`config.mk`:
```
export PLATFORM = sky130hd
export DESIGN_NAME = guess_controller_flat
export DESIGN_NICKNAME = d
export VERILOG_FILES = /design/src/rtl/guess_controller_if.sv /design/src/rtl/guess_controller.sv /design/src/flat_wrapper.sv
export SDC_FILE = /design/constraint.sdc
export NUM_CORES = 1
export LEC_CHECK = 0
export BUFFER_PORTS_ARGS = -buffer_cell sky130_fd_sc_hd__buf_2
export CAP_MARGIN = 25
export CELL_PAD_IN_SITES_DETAIL_PLACEMENT = 1
export CELL_PAD_IN_SITES_GLOBAL_PLACEMENT = 2
export CORE_MARGIN = 2
export CORE_UTILIZATION = 38
export DETAILED_ROUTE_END_ITERATION = 16
export GPL_TIMING_DRIVEN = 0
export HOLD_SLACK_MARGIN = 0.05
export PLACE_DENSITY_LB_ADDON = 0.3
export SETUP_SLACK_MARGIN = 0.2
export SLEW_MARGIN = 15
export SYNTH_ARGS = -nofsm -noshare
export SYNTH_HDL_FRONTEND = slang
export SYNTH_SLANG_ARGS = --single-unit
```
`constraint.sdc`:
```
create_clock -name clk -period 2.66 [get_ports clk]
set_clock_uncertainty 0.1 [all_clocks]
set_input_delay 0.266 -clock clk [delete_from_list [all_inputs] [get_ports clk]]
set_output_delay 0.266 -clock clk [all_outputs]
set_load 0.02 [all_outputs]
```
`src/rtl/guess_controller_if.sv`:
```
// Submission handshake between the guess controller and the scorer.
interface guess_controller_if;
    logic        submit_valid;
    logic        submit_ready;
    logic [11:0] submit_guess;
    logic        busy;

    modport master (
        output submit_valid,
        output submit_guess,
        output busy,
        input  submit_ready
    );

    modport slave (
        input  submit_valid,
        input  submit_guess,
        input  busy,
        output submit_ready
    );
endinterface

```
`src/rtl/guess_controller.sv`:
```
// Guess editor: four colour slots edited with a cursor, submitted to a scorer
// over a valid/ready handshake, with a browsable ring of past guesses.
module guess_controller #(
    parameter int unsigned NUM_COLORS = 6,
    parameter int unsigned HIST_DEPTH = 8
) (
    input  logic                  clk,
    input  logic                  rst,
    input  logic                  btn_left,
    input  logic                  btn_right,
    input  logic                  btn_up,
    input  logic                  btn_submit,
    input  logic                  btn_mode,
    guess_controller_if.master    sub,
    output logic                  blink_enable,
    output logic [1:0]            blink_led,
    output logic [2:0]            guess_rgb0,
    output logic [2:0]            guess_rgb1,
    output logic [2:0]            guess_rgb2,
    output logic [2:0]            guess_rgb3,
    output logic [2:0]            history_rgb0,
    output logic [2:0]            history_rgb1,
    output logic [2:0]            history_rgb2,
    output logic [2:0]            history_rgb3,
    output logic [4:0]            hist_count
);

    localparam int unsigned SLOT_W  = 3;
    localparam int unsigned GUESS_W = 4 * SLOT_W;
    localparam int unsigned CNT_W   = 5;
    localparam int unsigned PTR_W   = $clog2(HIST_DEPTH);

    localparam logic [1:0] S_EDIT    = 2'd0;
    localparam logic [1:0] S_SUBMIT  = 2'd1;
    localparam logic [1:0] S_HISTORY = 2'd2;

    logic [1:0]         state_q,      state_d;
    logic [1:0]         cursor_q,     cursor_d;
    logic [SLOT_W-1:0]  slot_q [4];
    logic [SLOT_W-1:0]  slot_d [4];
    logic [PTR_W-1:0]   wr_ptr_q,     wr_ptr_d;
    logic [CNT_W-1:0]   hist_count_q, hist_count_d;
    logic [PTR_W-1:0]   view_q,       view_d;
    logic               valid_q,      valid_d;
    logic               busy_q,       busy_d;
    logic [GUESS_W-1:0] guess_q,      guess_d;
    logic               blink_en_q,   blink_en_d;
    logic [1:0]         blink_led_q,  blink_led_d;
    logic [SLOT_W-1:0]  hist_rgb_q [4];
    logic [SLOT_W-1:0]  hist_rgb_d [4];
    logic [GUESS_W-1:0] hist_mem_q [HIST_DEPTH];

    logic               act_mode, act_submit, act_left, act_right, act_up;
    logic               accept;
    logic               mem_we;
    logic [PTR_W-1:0]   rd_addr;
    logic [GUESS_W-1:0] rd_entry;

    // Next-state and registered-output logic; only the top-priority button is acted on
    always_comb begin
        state_d      = state_q;
        cursor_d     = cursor_q;
        slot_d       = slot_q;
        wr_ptr_d     = wr_ptr_q;
        hist_count_d = hist_count_q;
        view_d       = view_q;
        guess_d      = guess_q;
        mem_we       = 1'b0;

        act_mode   = btn_mode;
        act_submit = btn_submit & ~btn_mode;
        act_left   = btn_left   & ~btn_mode & ~btn_submit;
        act_right  = btn_right  & ~btn_mode & ~btn_submit & ~btn_left;
        act_up     = btn_up     & ~btn_mode & ~btn_submit & ~btn_left & ~btn_right;

        accept = (state_q == S_SUBMIT) & valid_q & sub.submit_ready;

        case (state_q)
            S_EDIT: begin
                if (act_mode) begin
                    if (hist_count_q != CNT_W'(0)) begin
                        state_d = S_HISTORY;
                        view_d  = PTR_W'(0);
                    end
                end else if (act_submit) begin
                    state_d = S_SUBMIT;
                    guess_d = {slot_q[3], slot_q[2], slot_q[1], slot_q[0]};
                end else if (act_left) begin
                    cursor_d = cursor_q - 2'd1;
                end else if (act_right) begin
                    cursor_d = cursor_q + 2'd1;
                end else if (act_up) begin
                    slot_d[cursor_q] = (slot_q[cursor_q] >= SLOT_W'(NUM_COLORS))
                                       ? SLOT_W'(1) : slot_q[cursor_q] + SLOT_W'(1);
                end
            end
            S_SUBMIT: begin
                if (accept) begin
                    mem_we   = 1'b1;
                    wr_ptr_d = wr_ptr_q + PTR_W'(1);
                    if (hist_count_q != CNT_W'(HIST_DEPTH)) begin
                        hist_count_d = hist_count_q + CNT_W'(1);
                    end
                    state_d = S_EDIT;
                end
            end
            S_HISTORY: begin
                if (act_mode) begin
                    state_d = S_EDIT;
                end else if (act_left) begin
                    if ((CNT_W'(view_q) + CNT_W'(1)) < hist_count_q) begin
                        view_d = view_q + PTR_W'(1);
                    end
                end else if (act_right) begin
                    if (view_q != PTR_W'(0)) begin
                        view_d = view_q - PTR_W'(1);
                    end
                end
            end
            default: begin
                state_d = S_EDIT;
            end
        endcase

        valid_d     = (state_d == S_SUBMIT);
        busy_d      = (state_d == S_SUBMIT);
        blink_en_d  = (state_d != S_HISTORY);
        blink_led_d = cursor_d;

        // View index counts back from the newest entry
        rd_addr  = wr_ptr_q - PTR_W'(1) - view_q;
        rd_entry = hist_mem_q[rd_addr];
        for (int i = 0; i < 4; i++) begin
            hist_rgb_d[i] = (hist_count_q == CNT_W'(0))
                            ? SLOT_W'(0) : rd_entry[i*SLOT_W +: SLOT_W];
        end
    end

    // State and output registers with synchronous reset
    always_ff @(posedge clk) begin
        if (rst) begin
            state_q      <= S_EDIT;
            cursor_q     <= 2'd0;
            wr_ptr_q     <= PTR_W'(0);
            hist_count_q <= CNT_W'(0);
            view_q       <= PTR_W'(0);
            valid_q      <= 1'b0;
            busy_q       <= 1'b0;
            guess_q      <= GUESS_W'(0);
            blink_en_q   <= 1'b1;
            blink_led_q  <= 2'd0;
            for (int i = 0; i < 4; i++) begin
                slot_q[i]     <= SLOT_W'(1);
                hist_rgb_q[i] <= SLOT_W'(0);
            end
        end else begin
            state_q      <= state_d;
            cursor_q     <= cursor_d;
            wr_ptr_q     <= wr_ptr_d;
            hist_count_q <= hist_count_d;
            view_q       <= view_d;
            valid_q      <= valid_d;
            busy_q       <= busy_d;
            guess_q      <= guess_d;
            blink_en_q   <= blink_en_d;
            blink_led_q  <= blink_led_d;
            for (int i = 0; i < 4; i++) begin
                slot_q[i]     <= slot_d[i];
                hist_rgb_q[i] <= hist_rgb_d[i];
            end
        end
    end

    // History storage; reset blocks the write so an abandoned offer leaves no trace
    always_ff @(posedge clk) begin
        if (!rst && mem_we) begin
            hist_mem_q[wr_ptr_q] <= guess_q;
        end
    end

    assign sub.submit_valid = valid_q;
    assign sub.submit_guess = guess_q;
    assign sub.busy         = busy_q;
    assign blink_enable     = blink_en_q;
    assign blink_led        = blink_led_q;
    assign guess_rgb0       = slot_q[0];
    assign guess_rgb1       = slot_q[1];
    assign guess_rgb2       = slot_q[2];
    assign guess_rgb3       = slot_q[3];
    assign history_rgb0     = hist_rgb_q[0];
    assign history_rgb1     = hist_rgb_q[1];
    assign history_rgb2     = hist_rgb_q[2];
    assign history_rgb3     = hist_rgb_q[3];
    assign hist_count       = hist_count_q;

endmodule

```
`src/flat_wrapper.sv`:
```
// flat-port wrapper written by rule: the top's interface ports become plain ports
module guess_controller_flat 
#(
    parameter int unsigned NUM_COLORS = 6,
    parameter int unsigned HIST_DEPTH = 8
)
  (clk, rst, btn_left, btn_right, btn_up, btn_submit, btn_mode, blink_enable, blink_led, guess_rgb0, guess_rgb1, guess_rgb2, guess_rgb3, history_rgb0, history_rgb1, history_rgb2, history_rgb3, hist_count, sub_submit_valid, sub_submit_guess, sub_busy, sub_submit_ready);
  guess_controller_if sub_i ();
  input  logic clk;
  input  logic rst;
  input  logic btn_left;
  input  logic btn_right;
  input  logic btn_up;
  input  logic btn_submit;
  input  logic btn_mode;
  output logic blink_enable;
  output logic [1:0] blink_led;
  output logic [2:0] guess_rgb0;
  output logic [2:0] guess_rgb1;
  output logic [2:0] guess_rgb2;
  output logic [2:0] guess_rgb3;
  output logic [2:0] history_rgb0;
  output logic [2:0] history_rgb1;
  output logic [2:0] history_rgb2;
  output logic [2:0] history_rgb3;
  output logic [4:0] hist_count;
  output wire logic [$bits(sub_i.submit_valid)-1:0] sub_submit_valid;
  output wire logic [$bits(sub_i.submit_guess)-1:0] sub_submit_guess;
  output wire logic [$bits(sub_i.busy)-1:0] sub_busy;
  input wire logic [$bits(sub_i.submit_ready)-1:0] sub_submit_ready;
  assign sub_submit_valid = sub_i.submit_valid;
  assign sub_submit_guess = sub_i.submit_guess;
  assign sub_busy = sub_i.busy;
  assign sub_i.submit_ready = sub_submit_ready;
  guess_controller #(.NUM_COLORS(NUM_COLORS), .HIST_DEPTH(HIST_DEPTH)) u_core (.clk(clk), .rst(rst), .btn_left(btn_left), .btn_right(btn_right), .btn_up(btn_up), .btn_submit(btn_submit), .btn_mode(btn_mode), .sub(sub_i), .blink_enable(blink_enable), .blink_led(blink_led), .guess_rgb0(guess_rgb0), .guess_rgb1(guess_rgb1), .guess_rgb2(guess_rgb2), .guess_rgb3(guess_rgb3), .history_rgb0(history_rgb0), .history_rgb1(history_rgb1), .history_rgb2(history_rgb2), .history_rgb3(history_rgb3), .hist_count(hist_count));
endmodule
```
* Yosys cells after proc, flatten, opt, wreduce, memory -nomap -nowiden
Memory sizes are Yosys's and may differ from the RTL's. Cells that the tools add are included.
Operators by class: add/subtract/negate cells 10, magnitude comparators 4, equality and inequality tests 11, mux-type cells 38, bitwise logic cells 24, reductions and logical operators 15
Operators by type and width (number):
- 2-to-1 mux 3 bit | 19
- 2-to-1 mux 2 bit | 7
- AND 1 bit | 12
- bitwise mux 12 bit | 1
- adder 3 x 1 -> 3 bit, second input constant | 3
- 2-to-1 mux 1 bit | 7
- inverter 1 bit | 7
- AND reduction 7 bit | 1
- binary-select mux 3 bit (select 2 bit) | 1
- demux 3 bit (select 2 bit) | 1
- >= comparator 3 bit, second input constant | 2
- inequality test 2 bit, second input constant | 3
- inequality test 3 x 1 -> 1 bit, second input constant | 2
- one-hot mux 2 bit (3 select lines) | 1
- one-hot mux 3 bit (2 select lines) | 1
- AND reduction 3 bit | 2
- AND reduction 6 bit | 1
- subtractor 3 x 1 -> 3 bit, second input constant | 2
- adder 5 x 1 -> 5 bit, second input constant | 1
- zero test 5 bit | 1
- < comparator 5 bit | 1
- inequality test 5 x 4 -> 1 bit, second input constant | 1
- nonzero test 5 bit | 1
- adder 3 x 1 -> 4 bit, second input constant | 1
- 17 further kinds | 23
Storage, ports and cells: flip-flop bits (word level) 41, bits in writable memories 108, input bits 8, output and inout bits 46, word-level logic and storage cells 116, memories kept 2
Memory list:
- u_core.hist_mem_q | depth 8, width 12, read ports 1, clocked after Yosys merged registers in 0, wr ports 1, RTL line guess_controller.sv:51 | logic [GUESS_W-1:0] hist_mem_q [HIST_DEPTH];
- u_core.hist_rgb_q | depth 4, width 3, read ports 4, clocked after Yosys merged registers in 0, wr ports 4, RTL line guess_controller.sv:49 | logic [SLOT_W-1:0] hist_rgb_q [4];

* Logic depth before layout (Yosys ltp)
Gate-level depths: netlist of the first run.
depth after elaboration 8, gate-level depth with buffers 9

* Least setup slack after synthesis of the first run
OpenSTA, ideal clock, no wires.
path type reg2reg, start point register u_core.state_q[0], end point memory u_core.hist_mem_q[4][0] (netlist name) (enable), library setup time 0.399 ns, arrival time 2.141 ns, data required time 2.161 ns, slack 0.020 ns, cell stages (with the launch flop) 5, path buffers 1, period minus slack after synthesis 2.640 ns, cells stage by stage dfxtp_1 -> clkbuf_1 -> nand4b_1 -> or3_1 -> nor3b_1
Between the ends: word-level cells in the longest chain between the ends 8
RTL lines:
- from (decl) | RTL line guess_controller.sv:37 | logic [1:0] state_q, state_d;
- from (signal assigned) | RTL line guess_controller.sv:157 | state_q <= state_d;
- == test 2 x 1 -> 1 bit * | RTL line guess_controller.sv:76, guess_controller.sv:78
- AND 1 bit (2 in a row) | RTL line guess_controller.sv:76 | accept = (state_q == S_SUBMIT) & valid_q & sub.submit_ready;
- 2-to-1 mux 1 bit | RTL line guess_controller.sv:98 | if (accept) begin
- 2-to-1 mux 1 bit * | RTL line guess_controller.sv:78 | case (state_q)
- logical AND 1 bit * | RTL line guess_controller.sv:176 | if (!rst && mem_we) begin
- 2-to-1 mux 1 bit * | RTL line guess_controller.sv:176
- 2-to-1 mux 1 bit (implied by the code) * | RTL line guess_controller.sv:177 | hist_mem_q[wr_ptr_q] <= guess_q;
- to (decl) | RTL line guess_controller.sv:51
Mark *: on every way between the ends. The rest lies on a longest branch, timed or not.

* Final worst setup path of the first run
start point register u_core.view_q[0], end point register u_core.view_q[2]
Between the ends: word-level cells in the longest chain between the ends 6, elaborated cells on any way between the ends 14, classes of those cells add/sub (3); order compare (1); eq/ne (2); mux (6); reduce/logical (2)
RTL lines:
- from (decl) | RTL line guess_controller.sv:43 | logic [PTR_W-1:0] view_q, view_d;
- from (signal assigned) | RTL line guess_controller.sv:161 | view_q <= view_d;
- branches (longest 6 deep; another with < comparator 5 bit)
Several ways; the timed one is not identified. The select of a mux whose other input is x is not followed. A chain may end at the register's enable or synchronous reset.

==> results.cfg, run 1 <==
[setup_path]
endpoint_kind = flip-flop
path_buf_inv = 1
critical_path_required_ps = 2870
cp.depth = 9
cp_top_family = compound AO/OA/AOI/OAI gates
cp.arrival_ps = 2630
r2r_start = u_core.view_q[0]
crit_chain = ha_4 > xor2_2 > ha_1 > a21o_1 > a31oi_2 > o221ai_2 > a311oi_2 > buf_4 > mux2_2
ff2ff_path_depth = 9
crit_fanout = 4
r2r_setup_slack_ps = 240
critPathKind = flip-flop to flip-flop
cpPeakStageDelay_ps = 370
reg2reg_to = u_core.view_q[2]
critPathLaunch = u_core.view_q[0]
slowest_stage = dfxtp_4
crit_end = u_core.view_q[2]
start_kind = flip-flop

[logic_synthesis]
synth_top_area_share_pct = 47.7
syn_nets = 424
synth_cell_types = 47
ys_ff_latch = 149
synth_warnings = 0
synth_cells = 403
synth_area_leaders = edfxtp_1 48%, dfxtp_1 18%, mux4_2 9.3%
async_flop_share_pct = 0
syn_area_sq_um = 6050
yosys.area.top_type = edfxtp_1
ys_seq_area_share_pct = 65.2
synth_flop_cell = edfxtp_1
synth-edff-count = 96
synth_area_per_cell_sq_um = 15.0

[drt]
post_drt_wl_per_cell_microns = 18.5
vias = 3525
drc = 0
drt_pass1_iterations = 4
drtIter0Drc = 236
via_per_inst = 4.92
drt-total-wl_microns = 13300
antenna_left = 0

[floorplanning]
num_rows = 46
die_w_microns = 130
die_y_microns = 130
initial_core_util_pct = 38.5
io_pins = 54
dieArea_sq_um = 16900
core_area_sq_um = 15700

[clock_tree]
cts_made_buffers = 17
cts.htree.levels = 4
cts_root_buf = clkbuf_16
clock_sinks = 149
insertion_delay_ps = 430
cts.clk_slew.worst_paths_ps = 70
cts_tree = done
clk_path_buf_depth = 2

[sta]
worst_slack_ps = 243
fmax_ghz = 0.414
drv_slew = 0
timing.hold.ws_ps = 130
finalHoldViolations = 0
post-route-min-period_ps = 2420
tightest_slew_ps = 774
setup_viol = 0
period_share_pct = 90.9
rsz0062_at_grt = yes
slew_headroom_pct = 48.4

[layout]
multiInputGateArea_sq_um = 2030
layout_commonest_cell = edfxtp_1
areaGrowthSynthToFinish_pct = 22.6
seqCellArea_sq_um = 3960
final_nets = 509
fillerInstances = 1598
layout-drive-gt1-share_pct = 34.3
final_cell_mix = 96 x edfxtp_1, 56 x buf_2, 50 x dfxtp_1, 34 x nand2_1, 33 x nor2_1
post-route-util_pct = 47.2
diodes = 0
stdcell_count = 717

[global_routing]
gr-usage-all-layers_pct = 17.2
antenna_found_initial = 0
grt-ovfl-total = 0
grt_pass1_vias = 3672
grt_max_degree = 17
grt_pass1_wl_microns = 20900

[power_and_ir_drop]
powerDensity_nw_per_um2 = 649
p_total_mw = 4.81
irDropWorstVdd_uv = 455
power.leakage_nw = 2.58

[min_path]
min_path_type = input port to flip-flop

[place]
gp_congestion = 0.754
pre_cts_slack_ps = -457
io_buffers = 52
post-dp-hpwl_microns = 9250
dpl.cell_count = 679

[flow_run]
maxCapViolCount = 0

[status]
status = complete, no violations
cell type report:
| class | count | area share, % |
|---|---|---|
| multi-input combinational | 218 | 27.4 |
| buffer | 23 | 2.40 |
| clock inverter | 14 | 1.42 |
| timing repair buffer | 66 | 5.13 |
| inverter | 13 | 0.659 |
| tap | 216 | 3.65 |
| clock buffer | 18 | 5.93 |
| sequential | 149 | 53.4 |
Yosys cell counts, types with 2 or more instances:
master	count
a31oi_1	2
and3_1	2
nor3b_1	3
mux2i_1	22
nand4_1	2
fa_1	2
mux2_2	3
xor2_1	7
nand2_1	34
xnor2_1	6
nor2_1	35
buf_6	2
ha_1	11
mux4_1	2
mux4_2	25
a21oi_1	16
nor3b_2	3
nor4b_1	3
inv_1	13
dfxtp_1	53
nand2b_1	6
buf_2	6
a211oi_1	3
clkbuf_1	12
nor3_1	8
edfxtp_1	96
o21ai_0	4
nand3_1	2
a21oi_2	2
what timing repair did:
item,CTS,global route
setup endpoints to repair,69,66
setup buffers,2,4
hold buffers,0,0
pin swaps,2,6
gates resized for setup,25,16
power by group:
part | switching, mW | internal, mW | total, mW
Sequential | 0.0184 | 2.45 | 2.47
Combinational | 0.0855 | 0.0563 | 0.142
Clock | 0.970 | 1.22 | 2.19
Total | 1.07 | 3.73 | 4.81
tightest hold or removal path, cell delays in order:
cell and delay (ps):
clkbuf_8 140, nor2_1 90, mux2_2 140
sequential cells by signal, indices dropped and copies added (netlist names), 5 cells and up:
signal and count:
u_core.hist_mem_q 96, u_core.hist_count 5, u_core.hist_rgb_q 12, u_core.sub.submit_guess 12
cells by family (layout without fill, tap and decap cells):
group                      Yosys count  after routing  synth area share [%]
xor gates and xnor gates            13             13                  1.88
buffers and inverters               36            134                  2.98
AOI/OAI and AO/OA                   30             30                  3.15
DFF                                149            149                  65.2
adders and majority gates           13             13                  2.94
and+or+nand+nor                    110            110                  9.44
muxes                               52             52                  14.4
per-layer routing:
layer	share of wire (%)	global-route usage [%]	vias to the layer above
li1	-	-	1665
met1	45	21.9	1765
met2	50	28.3	73
met3	3.0	3.77	22
met4	2.1	7.84	0
met5	0	0	-
stage by stage:
stage                     setup TNS, ps  cell area [sq um]
final                                 0               7410
after CTS                             0               7330
after detailed placement          -5150               6680
after floorplan                       0               6050
after global routing                  0               7410
after global placement           -60330               6580
worst min path at each step:
stage,end,depth (start not counted),slack [ps],start
CTS,u_core.view_q[0],3,120,rst
global placement,u_core.sub.submit_guess[11],2,400,u_core.guess_rgb3[2]
detailed placement,u_core.sub.submit_guess[7],2,400,u_core.guess_rgb2[1]
floorplan,u_core.sub.submit_guess[8],3,370,btn_mode
global route,u_core.sub.submit_valid,4,140,sub_submit_ready
finish,u_core.view_q[0],3,130,rst
Power figures use the tool's default switching activity.
==> inputs of run 2 (changes only) <==
Settings changed: GPL_TIMING_DRIVEN 0 to 1.
==> results.cfg, run 2 (same netlist as run 1, synthesis figures left out) <==
[global_routing]
grt_pass1_wl_microns = 20700
grt_pass1_vias = 3621
gr-usage-all-layers_pct = 16.7
antenna_found_initial = 0
grt_max_degree = 35
grt-ovfl-total = 0

[drt]
drtIter0Drc = 167
drt-total-wl_microns = 13100
drc = 0
via_per_inst = 4.88
vias = 3457
post_drt_wl_per_cell_microns = 18.5
drt_pass1_iterations = 4
antenna_left = 0

[floorplanning]
core_area_sq_um = 15700
num_rows = 46
io_pins = 54
die_w_microns = 130
initial_core_util_pct = 38.5
die_y_microns = 130
dieArea_sq_um = 16900

[place]
post_dp_cell_area_sq_um = 6630
pre_cts_slack_ps = 41.2
gp_congestion = 0.751
io_buffers = 53
post-dp-hpwl_microns = 8570

[power_and_ir_drop]
p_total_mw = 4.82
powerDensity_nw_per_um2 = 659
irDropWorstVdd_uv = 469
power.leakage_nw = 2.54

[flow_run]
maxCapViolCount = 0

[sta]
fin_setup_tns_ps = 0
fmax_ghz = 0.411
worst_slack_ps = 228
drv_slew = 0
post-route-min-period_ps = 2430
slew_headroom_pct = 58.6
rsz0062_at_grt = yes
tightest_slew_ps = 619
setup_viol = 0
period_share_pct = 91.4
finalHoldViolations = 0

[min_path]
hp-start = rst
whs_path_depth = 2
hold_end = u_core.hist_count[3]
min_path_type = input port to flip-flop

[setup_path]
cp.arrival_ps = 2640
crit_fanout = 4
r2r_setup_slack_ps = 230
r2r_start = u_core.view_q[1]
ff2ff_path_depth = 9
critPathKind = flip-flop to flip-flop
critical_path_required_ps = 2870
endpoint_kind = flip-flop
start_kind = flip-flop
reg2reg_to = u_core.view_q[2]

[layout]
largest_reg_flops = 96
areaGrowthSynthToFinish_pct = 21.0
regMostFlops = u_core.hist_mem_q
final_cell_mix = 96 x edfxtp_1, 53 x buf_2, 50 x dfxtp_1, 35 x nor2_1, 34 x nand2_1
layout-drive-gt1-share_pct = 32.7
final_area_sq_um = 7320
final_nets = 500
diodes = 0
layout_commonest_cell = edfxtp_1
post-route-util_pct = 46.6
fillerInstances = 1577

[clock_tree]
clk_path_buf_depth = 2
cts_root_buf = clkbuf_16
cts_made_buffers = 17
cts_tree = done
cts.htree.levels = 4
clock_sinks = 149
hold_buffers = 0
cts.clk_slew.worst_paths_ps = 60
insertion_delay_ps = 420

[status]
status = complete, no violations
run 2: layer usage:
layer / part of all wire (%) / routed length, microns / vias up / track usage [%]
met5: 0 / 0 / - / 0
met4: 1.3 / 175 / 0 / 5.88
met3: 3.6 / 477 / 13 / 3.90
met2: 51 / 6730 / 70 / 28.2
met1: 44 / 5740 / 1738 / 21.0
li1: - / - / 1636 / -
run 2: worst max path at each step:
stage	start	end	slack (ps)	cells past startpoint
after floorplan	u_core.state_q[0]	u_core.hist_mem_q[0][0]	110	4
after global placement	u_core.view_q[0]	u_core.view_q[1]	150	9
after detailed placement	u_core.view_q[0]	u_core.view_q[2]	40	9
after CTS	u_core.view_q[0]	u_core.view_q[1]	210	10
after global routing	u_core.view_q[1]	u_core.view_q[2]	130	9
final	u_core.view_q[1]	u_core.view_q[2]	230	9
run 2: cell type report:
type                            count  area, sq um  share of cell area [%]
Inverter                           13         48.8                   0.667
Clock inverter                     13          110                    1.51
Tap cell                          216          270                    3.69
Multi-Input combinational cell    218         2000                    27.4
Sequential cell                   149         3950                    54.0
Clock buffer                       19          433                    5.92
Timing Repair Buffer               80          497                    6.79
run 2: power by group:
group | internal (mW) | switching [mW]
clock | 1.28 | 0.933
sequential | 2.46 | 0.0227
combinational | 0.0519 | 0.0778
run 2: metrics by stage:
| stage | hold WS (ps) | instances |
|---|---|---|
| CTS | 62.7 | 701 |
| global route | 78.0 | 708 |
| floorplan | 370 | 403 |
| finish | 66.6 | 708 |
| global placement | 395 | 667 |
| detailed placement | 391 | 667 |
run 2: timing repair:
item	4_1_cts	5_1_grt
setup endpoints to repair	9	4
pin swaps	3	6
setup buffers	2	7
resized for setup	5	12
run 2: critical path: stages, from the launching register on:
cell	delay, ps
dfxtp_4	370
ha_4	170
xor2_2	130
ha_1	300
a21o_1	180
a31oi_2	170
o221ai_2	130
a311oi_2	300
buf_4	180
mux2_4	290
